--- src/rtl/ddr2_init_checker_pkg.sv ---
// Shared encodings, state enum and error codes for the DDR2 power-up init checker.
package ddr2_init_checker_pkg;

  localparam int unsigned BA_BITS_DEF   = 3;
  localparam int unsigned ADDR_BITS_DEF = 14;
  localparam int unsigned CMD_W         = 4;
  localparam int unsigned ERR_W         = 3;

  // {cs_n, ras_n, cas_n, we_n}
  localparam logic [CMD_W-1:0] CMD_NOP  = 4'b0111;
  localparam logic [CMD_W-1:0] CMD_PRE  = 4'b0010;
  localparam logic [CMD_W-1:0] CMD_AREF = 4'b0001;
  localparam logic [CMD_W-1:0] CMD_LM   = 4'b0000;
  localparam logic [CMD_W-1:0] CMD_ACT  = 4'b0011;
  localparam logic [CMD_W-1:0] CMD_RD   = 4'b0101;
  localparam logic [CMD_W-1:0] CMD_WR   = 4'b0100;

  localparam logic [ERR_W-1:0] ERR_NONE      = 3'd0;
  localparam logic [ERR_W-1:0] ERR_WRONG_CMD = 3'd1;
  localparam logic [ERR_W-1:0] ERR_SPACING   = 3'd2;
  localparam logic [ERR_W-1:0] ERR_OPERAND   = 3'd3;
  localparam logic [ERR_W-1:0] ERR_CKE_LOW   = 3'd4;

  typedef enum logic [3:0] {
    S_PRE1, S_EMR2, S_EMR3, S_EMR1A, S_MR_DLLRST, S_PRE2, S_REF1, S_REF2,
    S_MR, S_EMR1_OCD, S_EMR1_EXIT, S_DONE, S_ERR
  } state_e;

  typedef enum logic [2:0] {K_NONE, K_PRE, K_AREF, K_LM, K_OTHER} cmd_kind_e;

  function automatic cmd_kind_e decode_cmd(input logic [CMD_W-1:0] c);
    cmd_kind_e k;
    case (c)
      CMD_NOP:                  k = K_NONE;
      CMD_PRE:                  k = K_PRE;
      CMD_AREF:                 k = K_AREF;
      CMD_LM:                   k = K_LM;
      CMD_ACT, CMD_RD, CMD_WR:  k = K_OTHER;
      default:                  k = K_OTHER;
    endcase
    return k;
  endfunction

endpackage

--- src/rtl/ddr2_cmd_gap_timer.sv ---
// Saturating cycles-since-last-command counter and the minimum-spacing check
// for the command currently on the bus.
module ddr2_cmd_gap_timer
  import ddr2_init_checker_pkg::*;
#(
  parameter int unsigned T_RP_CK  = 6,
  parameter int unsigned T_MRD_CK = 2,
  parameter int unsigned T_RFC_CK = 52,
  parameter int unsigned GAP_W    = 8
) (
  input  logic      ck,
  input  logic      rst_n,
  input  logic      cmd_valid,
  input  cmd_kind_e cmd_kind,
  output logic      spacing_ok_c
);

  logic [GAP_W-1:0] gap_cnt;
  cmd_kind_e        last_kind;

  // All-ones after reset so the first command always meets spacing.
  always_ff @(posedge ck) begin
    if (!rst_n) begin
      gap_cnt   <= '1;
      last_kind <= K_NONE;
    end else if (cmd_valid) begin
      gap_cnt   <= GAP_W'(1);
      last_kind <= cmd_kind;
    end else if (gap_cnt != '1) begin
      gap_cnt   <= gap_cnt + GAP_W'(1);
    end
  end

  always_comb begin
    spacing_ok_c = 1'b1;
    case (last_kind)
      K_PRE:   spacing_ok_c = (gap_cnt >= GAP_W'(T_RP_CK));
      K_LM:    spacing_ok_c = (gap_cnt >= GAP_W'(T_MRD_CK));
      K_AREF:  spacing_ok_c = (gap_cnt >= GAP_W'(T_RFC_CK));
      default: spacing_ok_c = 1'b1;
    endcase
  end

endmodule

--- config.mk ---
export PLATFORM = sky130hd
export DESIGN_NAME = ddr2_cmd_gap_timer
export DESIGN_NICKNAME = d
export VERILOG_FILES = /design/src/rtl/ddr2_init_checker_pkg.sv /design/src/rtl/ddr2_cmd_gap_timer.sv
export SDC_FILE = /design/constraint.sdc
export NUM_CORES = 1
export LEC_CHECK = 0
export CAP_MARGIN = 20
export CELL_PAD_IN_SITES_DETAIL_PLACEMENT = 0
export CELL_PAD_IN_SITES_GLOBAL_PLACEMENT = 1
export CORE_MARGIN = 1
export CORE_UTILIZATION = 42
export CTS_CLUSTER_DIAMETER = 30
export DETAILED_ROUTE_END_ITERATION = 16
export MAX_ROUTING_LAYER = met4
export PLACE_DENSITY_LB_ADDON = 0.1
export SYNTH_ARGS = -nofsm -noshare
export SYNTH_HDL_FRONTEND = slang
export SYNTH_SLANG_ARGS = --single-unit
--- constraint.sdc ---
create_clock -name ck -period 2.8 [get_ports ck]
set_input_delay 0.28 -clock ck [delete_from_list [all_inputs] [get_ports ck]]
set_output_delay 0.28 -clock ck [all_outputs]
set_load 0.01 [all_outputs]
==> metrics.txt <==
worst hold path class=flop to flop; Worst Path Required=between 2000 and 3000 ps; Synth cell types=26; share of cells above drive strength 1=6.849%; VDD IR-drop max=~170 uV; post-DR wirelength/cell=approximately 15 um; Antenna Cells=0; Warnings, synthesis=0; antenna-violating nets left=0; drt total wl=roughly 1300 um; Max Clock Skew=~4.0 ps; # setup viols final=0; Area Overhead vs Synth=11.51%; CTS max path bufs=2; Syn Inst Count=between 60 and 70; initial antenna violation count=0; Skew-Pair Late Insertion Delay=around 270 ps; commonest non-fill, non-tap cell in the layout=dfxtp_1; drt first pass iters=5; Die Y=between 30 and 40 um; Netlist Area Pre-Place=between 500 and 600 um^2; final period utilization=approximately 76%; syn nets=76; PD cells=544.4 nW/um^2; root buffer cell=clkbuf_4; TritonCTS Buffers=3; die area=1579 um^2; H-tree lvl count=1; RSZ-0062 raised after global routing=false; CORE AREA=1318 um^2; # IOs=7; vias per inst=6.091; Crit. End Element=output port; Critical Path Fanout Max=8; Slew HR=about two thirds; remaining global-route overflow=0; Starting DRT DRC Count=32; GRT Total Usage=slightly above 20%; Placer Congestion=0.7835; clock sinks=11; Pwr Total=0.0003631 W; Post-DP HPWL=849.7 um; Worst-path clk slew=roughly 70 ps; vias in the first global route=around 430; pin count of the biggest net entering global routing=13; row count=13; cts repair resizes=0; Final Max Slew Viols=0; # port buffers=6; final hold violations=0; Setup CP Type=flop to output port; leakage power=0.2688 nW; hold buffer count at CTS=0; Starting Density=45.39%; worst-margin pin slew=509.4 ps; outcome=finished, final reports clean; Setup TNS Final=0 ps; most frequent cells in the layout=dfxtp_1 (11), nor2_1 (6), o31ai_1 (6), clkdlybuf4s50_1 (6); Die Wd=39.74 um; via count=roughly 540; synthesized area per cell=approximately 8.8 um^2; CP arrival=around 1900 ps; CP startpoint kind=flop; total setup buffers inserted after CTS=0; MaxCap Viol Count=0; f_max=between 400 and 500 MHz; sequential element share of the synthesized area=36.82%; minimum clock period after layout=between 2000 and 2500 ps; NumNets Final=between 80 and 90; first-pass GRT wire length=between 1500 and 2000 um; Seq cells post-synth=11; CTS tree=built; drt drc=0
[power by group]
part           internal (W)  switching [W]
Clock             0.0000553      0.0000543
Sequential         0.000170      0.0000207
Combinational     0.0000300      0.0000334
Total              0.000255       0.000108
[state kept, by name, summed over array words and instances (netlist names)]
register and count:
gap_cnt 8, last_kind 3
[cell usage after synthesis]
cell type	instances	area share [%]
o21ai_0	2	1.7
nor2_1	6	3.8
mux2i_1	3	5.0
nand3_1	4	3.3
buf_2	2	1.7
nand4_1	2	2.1
clkbuf_1	1	0.63
nor2b_1	2	2.1
o221ai_1	1	1.5
a31oi_1	2	2.1
nor3_1	3	2.5
and3_1	2	2.1
a211oi_1	1	1.3
a211o_1	1	1.5
o31ai_1	6	7.5
ha_1	2	4.2
inv_1	2	1.3
dfxtp_1	11	37
a21boi_0	1	1.3
nand2_1	2	1.3
buf_6	2	3.8
a2111o_1	1	1.9
and4_2	2	3.3
o21a_1	1	1.3
nor4b_1	2	2.9
a21oi_1	4	3.3
[cells by family after synthesis]
logic type / Yosys count / share of synthesized area, %
AND/OR/NAND/NOR: 25 / 23.43
AO/OA/AOI/OAI: 20 / 23.22
multiplexers: 3 / 5.021
buffers and inverters: 7 / 7.322
adder cells (fa/ha/maj): 2 / 4.183
flip-flops: 11 / 36.82
[area by class of cell]
class,instances,area (um^2)
Clock buffer,4,26.28
Fill cell,135,650.6
Inverter,2,7.507
Multi-Input combinational cell,50,334.1
Sequential cell,11,220.2
Tap cell,15,18.77
Timing Repair Buffer,6,60.06
[worst paths after layout]
check                    start            to  slack (ps)  depth (start not counted)
hold reg to reg   last_kind[2]  last_kind[2]         490                          2
setup reg to reg    gap_cnt[1]    gap_cnt[0]        1250                          4
setup / recovery    gap_cnt[1]  spacing_ok_c         660                          5
hold / removal    last_kind[2]  last_kind[2]         490                          2
[per-layer routing]
layer	part of all wire, %	GRT usage, %	wire length, um	vias up
li1	-	-	-	268
met1	48	26.62	623	244
met2	43	28.28	557	19
met3	5.7	6.818	73	5
met4	2.6	10.34	33	0
met5	0	-	0	-
[through the flow]
| stage | hold WS (ps) | utilization [%] | std cells | instance area [um^2] | setup WS (ps) |
|---|---|---|---|---|---|
| after floorplan | 427.2 | - | 68 | 598.1 | 1441 |
| after global placement | 482.3 | 48.62 | 84 | 640.6 | 963.6 |
| after detailed placement | 485.9 | 48.62 | 84 | 640.6 | 959.9 |
| after CTS | 503.0 | 50.62 | 88 | 666.9 | 646.1 |
| after global routing | 525.5 | 50.62 | 88 | 666.9 | 519.9 |
| final | 493.8 | 50.62 | 88 | 666.9 | 658.2 |
[worst max-delay path, stage by stage, from the launching register on]
cell and delay, ps:
dfxtp_1 450, ha_1 190, nor3_1 40, o21a_1 190, o221ai_1 160, clkdlybuf4s50_1 560
(Power assumes the default switching activity.)
